File: src/rtl/ds2411_id_check.sv
// DS2411 serial-number check: drives the reader, CRC-8 checks the ROM code, retries, publishes the ID.
// Build option: define DS2411_FAMILY_CHECK_EN to also require family code 8'h01.
module ds2411_id_check #(
  parameter int unsigned MAX_ATTEMPTS   = 3,
  parameter int unsigned GO_HOLD        = 250,
  parameter int unsigned TIMEOUT_CYCLES = 2500000,
  parameter int unsigned AUTO_START     = 1
) (
  input  logic        clk,
  input  logic        reset,
  input  logic        start,
  output logic        rd_go,
  input  logic [63:0] rd_result,
  input  logic        rd_done,
  input  logic        rd_error,
  input  logic        rd_working,
  output logic        busy,
  output logic        id_valid,
  output logic        id_fail,
  output logic [1:0]  fail_code,
  output logic [3:0]  attempts,
  output logic [47:0] serial_number,
  output logic [7:0]  family_code
);

  localparam int unsigned CRC_BITS = 56;
  localparam int unsigned HOLD_MAX = (GO_HOLD > CRC_BITS) ? GO_HOLD : CRC_BITS;
  localparam int unsigned CNT_MAX  = (TIMEOUT_CYCLES > HOLD_MAX) ? TIMEOUT_CYCLES : HOLD_MAX;
  localparam int unsigned CNT_W    = $clog2(CNT_MAX + 1);

  localparam logic [1:0] FC_NONE    = 2'd0;
  localparam logic [1:0] FC_NOPRES  = 2'd1;
  localparam logic [1:0] FC_CRC     = 2'd2;
  localparam logic [1:0] FC_TIMEOUT = 2'd3;

  typedef enum logic [2:0] {
    ST_IDLE,
    ST_REQ,
    ST_WAIT,
    ST_CRC,
    ST_CHECK,
    ST_RETRY
  } state_t;

  state_t             state, state_nxt;
  logic [CNT_W-1:0]   cnt, cnt_nxt;
  logic               auto_pend, auto_nxt;
  logic [1:0]         pend_code, pend_nxt;
  logic [63:0]        captured, captured_nxt;
  logic [7:0]         crc, crc_nxt;
  logic               go_nxt, busy_nxt, valid_nxt, fail_nxt;
  logic [1:0]         fc_nxt;
  logic [3:0]         att_nxt;
  logic [47:0]        serial_nxt;
  logic [7:0]         family_nxt;
  logic               crc_fb;
  logic               id_pass;

  assign crc_fb = crc[0] ^ captured[cnt[5:0]];

  // An all-zero code satisfies the CRC but means the bus is stuck low.
`ifdef DS2411_FAMILY_CHECK_EN
  assign id_pass = (crc == captured[63:56]) && (captured != 64'h0) && (captured[7:0] == 8'h01);
`else
  assign id_pass = (crc == captured[63:56]) && (captured != 64'h0);
`endif

  always_ff @(posedge clk) begin
    if (reset) begin
      state         <= ST_IDLE;
      cnt           <= '0;
      auto_pend     <= (AUTO_START != 0);
      pend_code     <= FC_NONE;
      captured      <= '0;
      crc           <= '0;
      rd_go         <= 1'b0;
      busy          <= 1'b0;
      id_valid      <= 1'b0;
      id_fail       <= 1'b0;
      fail_code     <= FC_NONE;
      attempts      <= '0;
      serial_number <= '0;
      family_code   <= '0;
    end else begin
      state         <= state_nxt;
      cnt           <= cnt_nxt;
      auto_pend     <= auto_nxt;
      pend_code     <= pend_nxt;
      captured      <= captured_nxt;
      crc           <= crc_nxt;
      rd_go         <= go_nxt;
      busy          <= busy_nxt;
      id_valid      <= valid_nxt;
      id_fail       <= fail_nxt;
      fail_code     <= fc_nxt;
      attempts      <= att_nxt;
      serial_number <= serial_nxt;
      family_code   <= family_nxt;
    end
  end

  // Next-state and registered-output logic; rd_go is high exactly while the next state is REQ.
  always_comb begin
    state_nxt    = state;
    cnt_nxt      = cnt;
    auto_nxt     = auto_pend;
    pend_nxt     = pend_code;
    captured_nxt = captured;
    crc_nxt      = crc;
    go_nxt       = 1'b0;
    busy_nxt     = busy;
    valid_nxt    = id_valid;
    fail_nxt     = id_fail;
    fc_nxt       = fail_code;
    att_nxt      = attempts;
    serial_nxt   = serial_number;
    family_nxt   = family_code;

    case (state)
      ST_IDLE: begin
        if (start || auto_pend) begin
          auto_nxt  = 1'b0;
          valid_nxt = 1'b0;
          fail_nxt  = 1'b0;
          fc_nxt    = FC_NONE;
          att_nxt   = 4'd1;
          busy_nxt  = 1'b1;
          cnt_nxt   = '0;
          go_nxt    = 1'b1;
          state_nxt = ST_REQ;
        end
      end

      // A reader that is already working counts as an acknowledge.
      ST_REQ: begin
        if (rd_working) begin
          cnt_nxt   = '0;
          state_nxt = ST_WAIT;
        end else if (cnt == CNT_W'(GO_HOLD - 1)) begin
          pend_nxt  = FC_TIMEOUT;
          state_nxt = ST_RETRY;
        end else begin
          cnt_nxt = cnt + CNT_W'(1);
          go_nxt  = 1'b1;
        end
      end

      ST_WAIT: begin
        if (!rd_working) begin
          if (rd_done && !rd_error) begin
            captured_nxt = rd_result;
            crc_nxt      = 8'h00;
            cnt_nxt      = '0;
            state_nxt    = ST_CRC;
          end else begin
            pend_nxt  = FC_NOPRES;
            state_nxt = ST_RETRY;
          end
        end else if (cnt == CNT_W'(TIMEOUT_CYCLES - 1)) begin
          pend_nxt  = FC_TIMEOUT;
          state_nxt = ST_RETRY;
        end else begin
          cnt_nxt = cnt + CNT_W'(1);
        end
      end

      // Dallas CRC-8, reflected polynomial 0x8C, one bit per clock, LSB first.
      ST_CRC: begin
        crc_nxt = {1'b0, crc[7:1]} ^ (crc_fb ? 8'h8C : 8'h00);
        if (cnt == CNT_W'(CRC_BITS - 1)) begin
          state_nxt = ST_CHECK;
        end else begin
          cnt_nxt = cnt + CNT_W'(1);
        end
      end

      ST_CHECK: begin
        if (id_pass) begin
          serial_nxt = captured[55:8];
          family_nxt = captured[7:0];
          valid_nxt  = 1'b1;
          fc_nxt     = FC_NONE;
          busy_nxt   = 1'b0;
          state_nxt  = ST_IDLE;
        end else begin
          pend_nxt  = FC_CRC;
          state_nxt = ST_RETRY;
        end
      end

      ST_RETRY: begin
        fc_nxt = pend_code;
        if (attempts < 4'(MAX_ATTEMPTS)) begin
          att_nxt   = attempts + 4'd1;
          cnt_nxt   = '0;
          go_nxt    = 1'b1;
          state_nxt = ST_REQ;
        end else begin
          fail_nxt  = 1'b1;
          busy_nxt  = 1'b0;
          state_nxt = ST_IDLE;
        end
      end

      default: state_nxt = ST_IDLE;
    endcase
  end

endmodule

File: config.mk
export PLATFORM = sky130hd
export DESIGN_NAME = ds2411_id_check
export DESIGN_NICKNAME = d
export VERILOG_FILES = /design/src/rtl/ds2411_id_check.sv
export SDC_FILE = /design/constraint.sdc
export NUM_CORES = 1
export LEC_CHECK = 0
export BUFFER_PORTS_ARGS = -buffer_cell sky130_fd_sc_hd__buf_2
export CAP_MARGIN = 10
export CORE_UTILIZATION = 50
export DETAILED_ROUTE_END_ITERATION = 12
export GPL_TIMING_DRIVEN = 0
export PLACE_DENSITY = 0.7
export SYNTH_ARGS = -nofsm -noshare
export SYNTH_HDL_FRONTEND = slang
export SYNTH_SLANG_ARGS = --single-unit
File: constraint.sdc
create_clock -name clk -period 2.8 [get_ports clk]
set_clock_uncertainty 0.05 [all_clocks]
set_input_delay 0.56 -clock clk [delete_from_list [all_inputs] [get_ports clk]]
set_output_delay 0.56 -clock clk [all_outputs]
set_load 0.02 [all_outputs]
* Word level (Yosys, flattened, before mapping)
Cells that the tools add are included.
Storage, ports and cells: bits in writable memories 0, latch bits 0, bits in registers 166, memories kept 0, ROM bits 0, word-level logic and storage cells 123
Cells by class: $lt $le $gt $ge 2, bitwise gates (word level) 3, equal/unequal tests 26, $mul 0, $add $sub $neg 2, divide/modulo/power cells 0, mux-type cells 52, shift operators 0, reductions and logical operators 24
Operators with widths (number):
- $mux 22 | 8
- $pmux 22 s5 | 1
- $reduce_bool 64->1 | 1
- $mux 3 | 8
- $mux 8 | 3
- $add 22x1->22 const B | 1
- $eq 22x22->1 const B | 1
- $eq 22x6->1 const B | 1
- $eq 22x8->1 const B | 1
- $ne 2x2->1 const B | 11
- $ne 3x3->1 const B | 6
- $pmux 3 s6 | 1
- $reduce_and 3->1 | 6
- $mux 2 | 8
- $pmux 8 s2 | 1
- $mux 1 | 12
- $pmux 2 s3 | 2
- $eq 8x8->1 | 1
- $mux 4 | 2
- $pmux 4 s2 | 1
- $reduce_and 4->1 | 2
- $xor 7x8->8 | 1
- $lt 6x7->1 const B | 1
- $reduce_and 7->1 | 1
- 19 further kinds | 28

* Longest topological paths before layout
Gate-level depths: netlist of the first run.
depth after elaboration 6, depth in mapped cells 13, mapped depth without buffers 9

* Worst setup path after synthesis of the first run
Ideal clock, no wire load.
path kind reg-to-reg, start register cnt[1], end register cnt[19], arrival 2.292 ns, setup time 0.070 ns, period minus slack after synthesis 2.411 ns, data required time 2.680 ns, cell stages (with the launch flop) 13, slack 0.389 ns, cell sequence dfxtp_1 > buf_2 > buf_2 > inv_1 > ha_1 > nand3_1 > nor4b_1 > o211ai_1 > and3_1 > buf_6 > nand3_2 > or4_1 > a21oi_1
On the way: longest elaborated chain between the ends 4
RTL lines:
- start, declared | line 46 | logic [CNT_W-1:0] cnt, cnt_nxt;
- start signal, assigned | line 86 | cnt <= cnt_nxt;
- $add 22x1->22 | line 143, 163, 173
- $mux 22 (on tied branches) | line 159, 139
- $mux 22 (on tied branches) | line 149, 136
- $pmux 22 s5 | line 119 | case (state)
Several ways; a longest one is shown, not always the timed one. The select of a mux whose other input is x is not followed. A chain may end at the register's enable or synchronous reset.

* Worst setup path in the final report of the first run
start register captured[16], end register serial_number[37]
On the way: longest elaborated chain between the ends 3
RTL lines:
- start, declared | line 49 | logic [63:0] captured, captured_nxt;
- start signal, assigned | line 89 | captured <= captured_nxt;
- $reduce_bool 64->1 | line 65 | assign id_pass = (crc == captured[63:56]) && (captured != 64'h0);
- $logic_and 1x1->1 | line 65
- $reduce_and 2->1 (no source line)
- end signal, assigned | line 97 | serial_number <= serial_nxt;
- end, declared | line 22 | output logic [47:0] serial_number,
No other way between the ends.

==> metrics.md, run 1 <==
| Metric | Value |
|---|---|
| Hold Slack | 0.319 ns |
| Static Leak | 3.30 nW |
| Post-layout min period | 2.75 ns |
| Yosys warning count | 0 |
| Switch Pwr | 1.45 mW |
| H-tree depth | 4 |
| Hold depth | 3 |
| CP Data Required Time | 3.10 ns |
| Post-CTS Setup Bufs | 0 |
| CP max-delay cell | nor4_1 |
| Tcrit/Tclk final | 98.1% |
| Met1 GRT Util | 38.0% |
| Cell variety after synth | 57 |
| Root buffer cell | clkbuf_16 |
| Setup TNS | 0 ns |
| Seq cells post-synth | 166 |
| Met3 GRT Util | 5.66% |
| Clk network pwr share | 42.1% |
| Final ANT Viol Nets | 0 |
| Flop pwr share | 44.6% |
| Setup CP Type | reg -> reg |
| Fin. Hold Viols | 0 |
| Core area | 0.0139 mm2 |
| IO buf count | 134 |
| GRT Max-Usage Layer | met2 |
| Sequential share of the synthesized area | 46.2% |
| Least-Margin Pin Slew | 0.672 ns |
| Status | finished, final reports clean |
| Total Wirelength | 20600 um |
| Total GRT Usage | 28.7% |
| Worst reg2reg path depth | 8 |
| CP delay by family, top | simple AND/OR/NAND/NOR gates |
| First-pass detailed-route iteration total | 7 |
| DR DRC count | 0 |
| DIE HEIGHT | 122 um |
| Clock Latency Late Sink | 0.43 ns |
| Synth Net Count | 963 |
| Post-DP HPWL | 15000 um |
| EDFF count, synth | 0 |
| Fin nets | 1116 |
| GR Overflow Total | 0 |
| Max FO, Critical Path | 10 |
| Global-route wire length before repair | 32600 um |
| Share of post-route cells with drive strength above 1 | 20.5% |
| Max_slew headroom | 55.2% |
| Mapped Cells | 890 |
| Fillers | 1287 |
| Ports | 136 |
| Worst setup EP type | register |
| Initial drt markers | 607 |
| Top FF cell, synth | dfxtp_1 |
| PwrDens | 630 mW/mm2 |
| CTS Buffer Depth | 2 |
| Cts bufs inserted | 17 |
| Max Slew Vio Count | 0 |
| Area grow syn2layout | 21.5% |
| Gpl congestion | 0.914 |
| Initial antenna violation count | 1 |
| Commonest cells after routing, fill and taps aside | 269 x nand2_1, 165 x dfxtp_1, 140 x buf_2 |
| Min-delay src | rd_result[10] |
| Worst-path clk slew | 0.07 ns |
| Grt met2 use | 46.5% |
| Die area | 0.0149 mm2 |
| Pint | 4.05 mW |
| Number of global-route vias before repair | 6391 |
| Worst vdd ir | 0.544 mV |
| Syn_area_per_cell | 8.07 um2 |
| Max-Cap Viols | 0 |
| RSZ-0062 raised after global routing | true |
| Post-layout util | 62.7% |
| Worst Path Arrival | 3.05 ns |
| Comb pwr share | 13.3% |
| Flop2flop setup slack | 0.05 ns |
| Core Rows | 43 |
| Chip width | 122 um |
| Critical path buffer and inverter count | 2 |
| Most common cell after layout, fill and taps aside | nand2_1 |
| Clk sink count | 166 |
| Routed vias | 6878 |
| Min-Delay Path Class | in -> reg |
| R2r startpoint | captured[16] |
| Critical R2R Capture | serial_number[37] |
| Via density | 5.57 |
| Fraction of registers with async set/reset | 0% |
| TritonCTS clock tree | built |
| Wire length per cell | 16.7 um |
| Max Fclk | 364 MHz |
| Startpoint types | register |
| Crit-path cells | nor4_1 -> nand4_1 -> nor4_4 -> or4_1 -> buf_2 -> buf_1 -> nand2_1 -> a21oi_1 |
| Mapped cell area | 0.00719 mm2 |
| Switching share of power | 26.4% |
| Worst hold endpoint | captured[10] |
| Pin count of the biggest net entering global routing | 17 |
| CP peak stage delay | 0.48 ns |
| Starting density of the core | 51.6% |
| Final setup fails | 0 |
[metrics by stage]
stage / total power, mW / worst slack, ns / instances / area (um2)
floorplan: 2.97 / 0.389 / 890 / 7190
global placement: 3.19 / -0.513 / 1204 / 8080
detailed placement: 3.20 / -0.202 / 1205 / 8090
CTS: 5.49 / 0.0283 / 1234 / 8690
global route: 5.68 / -0.0790 / 1234 / 8730
finish: 5.50 / 0.0532 / 1235 / 8730
[registers in the layout, summed over array words and instances, names as in the netlist, 2 cells and up]
signal	flops
captured	64
serial_number	48
cnt	22
crc	8
family_code	8
attempts	4
state	3
fail_code	2
pend_code	2
[cell usage after synthesis, drive strengths merged, types with 3 or more instances]
master    n  area [um2]
or4       5        45.0
o211ai    4        30.0
nor4     25         171
o41ai     3        26.3
o21ai     8        43.8
nand2b    7        43.8
ha        3        37.5
nor2     41         159
a31oi     4        25.0
mux2i     4        40.0
xor2     15         131
nor2b     3        18.8
and3      5        31.3
a211oi    3        22.5
nand4    10        68.8
a22o      3        26.3
clkbuf   39         148
mux4     15         338
or3       7        43.8
xnor2    10        87.6
dfxtp   166        3320
a22oi     6        45.0
a21oi   139         696
nand3    21         110
nand2   269        1010
buf      22         123
or2       3        18.8
nor3     10        50.1
inv      13        48.8
[worst min-delay path, cell delays in order]
cell and delay (ns):
buf_2 0.09, nand2_1 0.04, a21oi_1 0.05
[power by group through the flow]
| stage | combinational [mW] | sequential, mW | clock (mW) |
|---|---|---|---|
| 6_report | 0.729 | 2.45 | 2.32 |
| 5_1_grt | 0.792 | 2.46 | 2.43 |
| 4_1_cts | 0.710 | 2.45 | 2.33 |
| 3_5_place_dp | 0.693 | 2.50 | 0 |
| 3_3_place_gp | 0.688 | 2.50 | 0 |
| 2_1_floorplan | 0.464 | 2.51 | 0 |
[worst max-delay path by stage]
stage                     cells after the start                end  slack, ns    startpoint
after global routing                          8  serial_number[24]      -0.08   captured[2]
after global placement                        8  serial_number[30]      -0.51  captured[63]
after floorplan                              12            cnt[19]       0.39        cnt[1]
after CTS                                    12            cnt[19]       0.03        cnt[1]
final                                         8  serial_number[37]       0.05  captured[16]
after detailed placement                      9   serial_number[2]      -0.20  captured[23]
[layout make-up]
cell class	instances	area (um2)	share of cell area, %
clock inverters	10	121	1.39
clock buffers	20	457	5.23
well taps	180	225	2.58
diodes	1	2.50	0.0287
multi-input cells	650	3590	41.1
repair buffers	135	681	7.80
inverters	13	48.8	0.559
plain buffers	60	282	3.22
flip-flops and latches	166	3320	38.1
[cell families (layout without fill, tap and decap cells)]
family	Yosys count	in the layout	share of synthesized area, %
AO/OA/AOI/OAI	185	185	14.5
XOR/XNOR	25	25	3.05
adder cells (fa/ha/maj)	3	3	0.522
buffers and inverters	74	238	4.44
flip-flops	166	166	46.2
multiplexers	21	21	5.57
other	0	1	0
AND/OR/NAND/NOR	416	416	25.7
[per-layer routing]
layer,up-vias,wire length [um]
met5,-,0
met3,36,1270
li1,3362,-
met1,3254,9190
met2,226,9760
met4,0,419
[what timing repair did]
| action | in CTS | in global routing |
|---|---|---|
| resized for setup | 5 | 12 |
| hold buffers | 0 | 0 |
| endpoints found under the setup margin | 61 | 52 |
(Power assumes the default switching activity.)
==> run 2: changes to the inputs <==
--- a/config.mk
+++ b/config.mk
@@ -12,3 +12,3 @@
 export GPL_TIMING_DRIVEN = 0
-export PLACE_DENSITY = 0.7
+export PLACE_DENSITY_LB_ADDON = 0.15
 export SYNTH_ARGS = -nofsm -noshare
--- a/constraint.sdc
+++ b/constraint.sdc
@@ -4,2 +4,2 @@
 set_output_delay 0.56 -clock clk [all_outputs]
-set_load 0.02 [all_outputs]
+set_load 0.005 [all_outputs]
==> metrics.md, run 2 (synthesized netlist as in run 1, its figures left out) <==
| Metric | Value |
|---|---|
| Worst hold endpoint | captured[25] |
| Final setup fails | 0 |
| Largest regs | captured x64, serial_number x48, cnt x22 |
| Chip width | 122 um |
| Gpl congestion | 0.919 |
| Global-route wire length before repair | 32800 um |
| Final instance area | 0.00869 mm2 |
| Total GRT Usage | 28.9% |
| Post-Layout Cell Count | 1238 |
| Startpoint types | register |
| Hold depth | 3 |
| Initial drt markers | 637 |
| Max-Cap Viols | 0 |
| Worst vdd ir | 0.484 mV |
| PwrDens | 617 mW/mm2 |
| Root buffer cell | clkbuf_16 |
| Post-Place Cells | 1204 |
| Post-layout min period | 2.70 ns |
| Fin nets | 1118 |
| Min-delay src | rd_result[25] |
| Area grow syn2layout | 20.9% |
| Starting density of the core | 51.6% |
| Tcrit/Tclk final | 96.6% |
| R2r startpoint | captured[23] |
| Worst-path clk slew | 0.07 ns |
| GR Overflow Total | 0 |
| Pin count of the biggest net entering global routing | 17 |
| Ant diodes | 0 |
| Cts bufs inserted | 17 |
| Clock Latency Late Sink | 0.43 ns |
| Initial antenna violation count | 0 |
| Post-DP HPWL | 14900 um |
| Status | finished, final reports clean |
| Final ANT Viol Nets | 0 |
| Die area | 0.0149 mm2 |
| RSZ-0062 raised after global routing | false |
| Worst setup EP type | register |
| CP max-delay cell | nor4_1 |
| DR DRC count | 0 |
| Total Wirelength | 20500 um |
| Crit-path cells | nor4_1 -> nand4_1 -> nor4_4 -> or4_1 -> buf_2 -> buf_2 -> nand2_1 -> a21oi_1 |
| Static Leak | 3.27 nW |
| CP delay by family, top | simple AND/OR/NAND/NOR gates |
| CP Data Required Time | 3.11 ns |
| CTS Buffer Depth | 2 |
| Most common cell after layout, fill and taps aside | nand2_1 |
| Wire length per cell | 16.5 um |
| Via density | 5.55 |
| Flop2flop setup slack | 0.1 ns |
| TritonCTS clock tree | built |
| Critical R2R Capture | serial_number[47] |
| Least-Margin Pin Slew | 0.786 ns |
| Placed inst area | 0.00808 mm2 |
| Max FO, Critical Path | 10 |
| H-tree depth | 4 |
| Max Fclk | 370 MHz |
| DIE HEIGHT | 122 um |
| Largest Register | captured |
| Max reg flops | 64 |
| Share of post-route cells with drive strength above 1 | 20.2% |
| Commonest cells after routing, fill and taps aside | 269 x nand2_1, 166 x dfxtp_1, 142 x buf_2 |
| Number of global-route vias before repair | 6428 |
| Min-Delay Path Class | in -> reg |
| Worst reg2reg path depth | 8 |
| Ports | 136 |
| Most used cell, CP | buf_2 |
| Clk sink count | 166 |
| Hold-fix buffers, CTS | 0 |
| Fin. Hold Viols | 0 |
| Setup CP Type | reg -> reg |
| Core area | 0.0139 mm2 |
| Max Slew Vio Count | 0 |
| Max_slew headroom | 47.6% |
| Worst Path Arrival | 3.02 ns |
| Core Rows | 43 |
| Critical path buffer and inverter count | 2 |
| IO buf count | 134 |
| CP peak stage delay | 0.48 ns |
| First-pass detailed-route iteration total | 5 |
| Routed vias | 6865 |
run 2: how the worst max path moves through the flow:
stage	cells after the start	to	from
after floorplan	12	cnt[19]	cnt[1]
after global placement	7	family_code[4]	state[2]
after detailed placement	7	family_code[2]	state[2]
after CTS	8	serial_number[26]	captured[23]
after global routing	8	serial_number[47]	captured[23]
final	8	serial_number[47]	captured[23]
run 2: metrics by stage:
step | hold WS, ns | setup TNS, ns | utilization [%] | setup slack [ns] | power [mW]
after CTS | 0.306 | -0.201 | 62.2 | -0.0334 | 5.35
after detailed placement | 0.385 | -11.00 | 58.0 | -0.430 | 3.18
after global routing | 0.310 | 0 | 62.3 | 0.0179 | 5.54
after floorplan | 0.372 | 0 | - | 0.389 | 2.96
after global placement | 0.386 | -10.26 | 58.0 | -0.430 | 3.17
final | 0.310 | 0 | 62.3 | 0.0951 | 5.36
run 2: power breakdown:
| group | switching, mW | total (mW) | internal (mW) |
|---|---|---|---|
| logic | 0.446 | 0.717 | 0.271 |
| clock network | 0.967 | 2.19 | 1.22 |
| registers | 0.0360 | 2.45 | 2.41 |
| total | 1.45 | 5.36 | 3.91 |
run 2: what timing repair did:
| item | 4_1_cts | 5_1_grt |
|---|---|---|
| gates resized for setup | 7 | 8 |
| cloned | 0 | 0 |
| setup endpoints to repair | 64 | 61 |
| setup buffers | 2 | 0 |
| pin swaps | 1 | 0 |
run 2: per-layer routing:
layer | vias up | wire [um] | global-route usage [%]
li1 | 3372 | - | -
met2 | 250 | 9650 | 46.9
met3 | 40 | 1330 | 5.71
met5 | - | 0 | 0
met1 | 3203 | 9000 | 37.6
met4 | 0 | 473 | 11.6
run 2: layout make-up:
class                      count  area [um2]
buffer                        61         284
clock buffer                  21         440
clock inverter                11         101
fill                        1306        5250
inverter                      13        48.8
multi-input combinational    650        3580
sequential                   166        3320
tap                          180         225
timing repair buffer         136         686
run 2: worst reg2reg max path, stage by stage (launching register included):
cell and delay [ns]:
dfxtp_1 0.34, nor4_1 0.48, nand4_1 0.23, nor4_4 0.47, or4_1 0.25, buf_2 0.31
buf_2 0.30, nand2_1 0.08, a21oi_1 0.13
==> run 3: changes to the inputs <==
Settings changed: BUFFER_PORTS_ARGS -buffer_cell sky130_fd_sc_hd__buf_2 to -buffer_cell sky130_fd_sc_hd__buf_4, SETUP_SLACK_MARGIN from default to 0.5.
==> metrics.md, run 3 (synthesized netlist as in run 1, its figures left out) <==
| Metric | Value |
|---|---|
| Status | finished, final reports clean |
| Largest regs | captured x64, serial_number x48, cnt x22 |
| Ant diodes | 0 |
| DIE HEIGHT | 122 um |
| Flop2flop setup slack | 0.39 ns |
| Via density | 5.67 |
| Routed vias | 7166 |
| H-tree depth | 4 |
| Initial drt markers | 603 |
| CTS Buffer Depth | 2 |
| Static Leak | 3.67 nW |
| Max_slew headroom | 55.6% |
| Root buffer cell | clkbuf_16 |
| Clock Latency Late Sink | 0.43 ns |
| Number of global-route vias before repair | 6629 |
| Levels on crit path | 11 |
| Commonest cells after routing, fill and taps aside | 268 x nand2_1, 161 x dfxtp_1, 155 x buf_4 |
| Fin nets | 1145 |
| CP delay by family, top | compound AO/OA/AOI/OAI gates |
| Post-DP HPWL | 15100 um |
| Min-Delay Path Class | in -> reg |
| Die area | 0.0149 mm2 |
| Max reg flops | 64 |
| Hold depth | 3 |
| Largest Register | captured |
| Worst Path Arrival | 2.68 ns |
| Max-Cap Viols | 0 |
| CP peak stage delay | 0.34 ns |
| Worst reg2reg path depth | 11 |
| Fin. Hold Viols | 0 |
| Total power | 5.97 mW |
| Critical path buffer and inverter count | 4 |
| Crit-path cells | buf_6 -> buf_6 -> buf_4 -> buf_4 -> mux4_2 -> mux2i_2 -> a221oi_2 -> a22oi_2 -> xnor2_2 -> xor2_1 -> a22o_1 |
| RSZ-0062 raised after global routing | true |
| Cts bufs inserted | 17 |
| CP Data Required Time | 3.07 ns |
| Area grow syn2layout | 35.7% |
| Worst vdd ir | 0.499 mV |
| PwrDens | 612 mW/mm2 |
| Worst-path clk slew | 0.07 ns |
| Worst setup EP type | register |
| Max Fclk | 415 MHz |
| Global-route wire length before repair | 34100 um |
| Wire length per cell | 17.8 um |
| Final setup fails | 0 |
| Max Slew Vio Count | 0 |
| Core area | 0.0139 mm2 |
| Share of post-route cells with drive strength above 1 | 29.0% |
| Most common cell after layout, fill and taps aside | nand2_1 |
| Total Wirelength | 22500 um |
| TritonCTS clock tree | built |
| First-pass detailed-route iteration total | 5 |
| Hold Slack | 0.323 ns |
| Startpoint types | register |
| CP max-delay cell | dfxtp_2 |
| Tcrit/Tclk final | 86.1% |
| Gpl congestion | 0.897 |
| Total GRT Usage | 30.2% |
| Chip width | 122 um |
| DR DRC count | 0 |
| Initial antenna violation count | 0 |
| Clk sink count | 166 |
| Starting density of the core | 51.6% |
| Ports | 136 |
| Max FO, Critical Path | 3 |
| Core Rows | 43 |
| Pin count of the biggest net entering global routing | 17 |
| Setup CP Type | reg -> reg |
| Final ANT Viol Nets | 0 |
| GR Overflow Total | 0 |
| IO buf count | 134 |
| Least-Margin Pin Slew | 0.666 ns |
| Post-layout min period | 2.41 ns |
run 3: changes by cell type in the layout (fill, tap and decap cells not counted), moves of 7 or more:
| cell | previous run | this run |
|---|---|---|
| buf_2 | 142 | 5 |
| nor2_1 | 39 | 30 |
| clkbuf_1 | 41 | 26 |
| buf_6 | 4 | 13 |
| buf_4 | 5 | 155 |
| nor4_1 | 22 | 13 |
| nor4_2 | 0 | 7 |
| clkbuf_2 | 3 | 18 |
run 3: worst paths after layout:
path / from / end
setup / recovery: cnt[1] / crc[2]
hold / removal: rd_result[43] / captured[43]
setup reg to reg: cnt[1] / crc[2]
hold reg to reg: pend_code[1] / pend_code[1]
run 3: area by class of cell:
cell class / instances / area (um2)
Inverter: 13 / 48.8
Buffer: 61 / 362
Timing Repair Buffer: 162 / 1280
Sequential cell: 166 / 3330
Fill cell: 1162 / 4190
Multi-Input combinational cell: 651 / 3880
Clock buffer: 18 / 429
Tap cell: 180 / 225
Clock inverter: 13 / 195
run 3: layer usage:
metal  track usage [%]  part of all wire (%)  vias to the layer above
met1              39.3                    42                     3362
met2              49.1                    48                      336
li1                  -                     -                     3431
met5                 0                     0                        -
met4              10.3                   1.8                        0
met3              7.02                   7.6                       37
run 3: what timing repair did:
| item | in CTS | in global routing |
|---|---|---|
| hold buffers | 0 | 0 |
| setup buffers | 12 | 12 |
| setup endpoints to repair | 152 | 154 |
| gates cloned | 1 | 3 |
| pin swaps | 17 | 34 |
| gates resized for setup | 48 | 84 |
run 3: power by group:
part | internal, mW | switching [mW] | total (mW)
Combinational | 0.461 | 0.526 | 0.988
Clock | 1.51 | 1.02 | 2.52
Sequential | 2.41 | 0.0467 | 2.46
run 3: worst register-to-register path, stage by stage (launching register included):
cell and delay, ns:
dfxtp_2 0.34, buf_6 0.14, buf_6 0.13, buf_4 0.13, buf_4 0.14, mux4_2 0.31
mux2i_2 0.22, a221oi_2 0.11, a22oi_2 0.26, xnor2_2 0.14, xor2_1 0.16, a22o_1 0.18
run 3: per-stage QoR:
stage / area [um2] / setup TNS [ns] / utilization, % / std cells / setup WS, ns
floorplan: 7190 / 0 / - / 890 / 0.506
global placement: 8420 / -10.21 / 60.4 / 1204 / -0.463
detailed placement: 8430 / -1.78 / 60.5 / 1205 / -0.120
CTS: 9350 / 0 / 67.1 / 1249 / 0.471
global route: 9750 / 0 / 70.0 / 1264 / 0.332
finish: 9750 / 0 / 70.0 / 1264 / 0.388
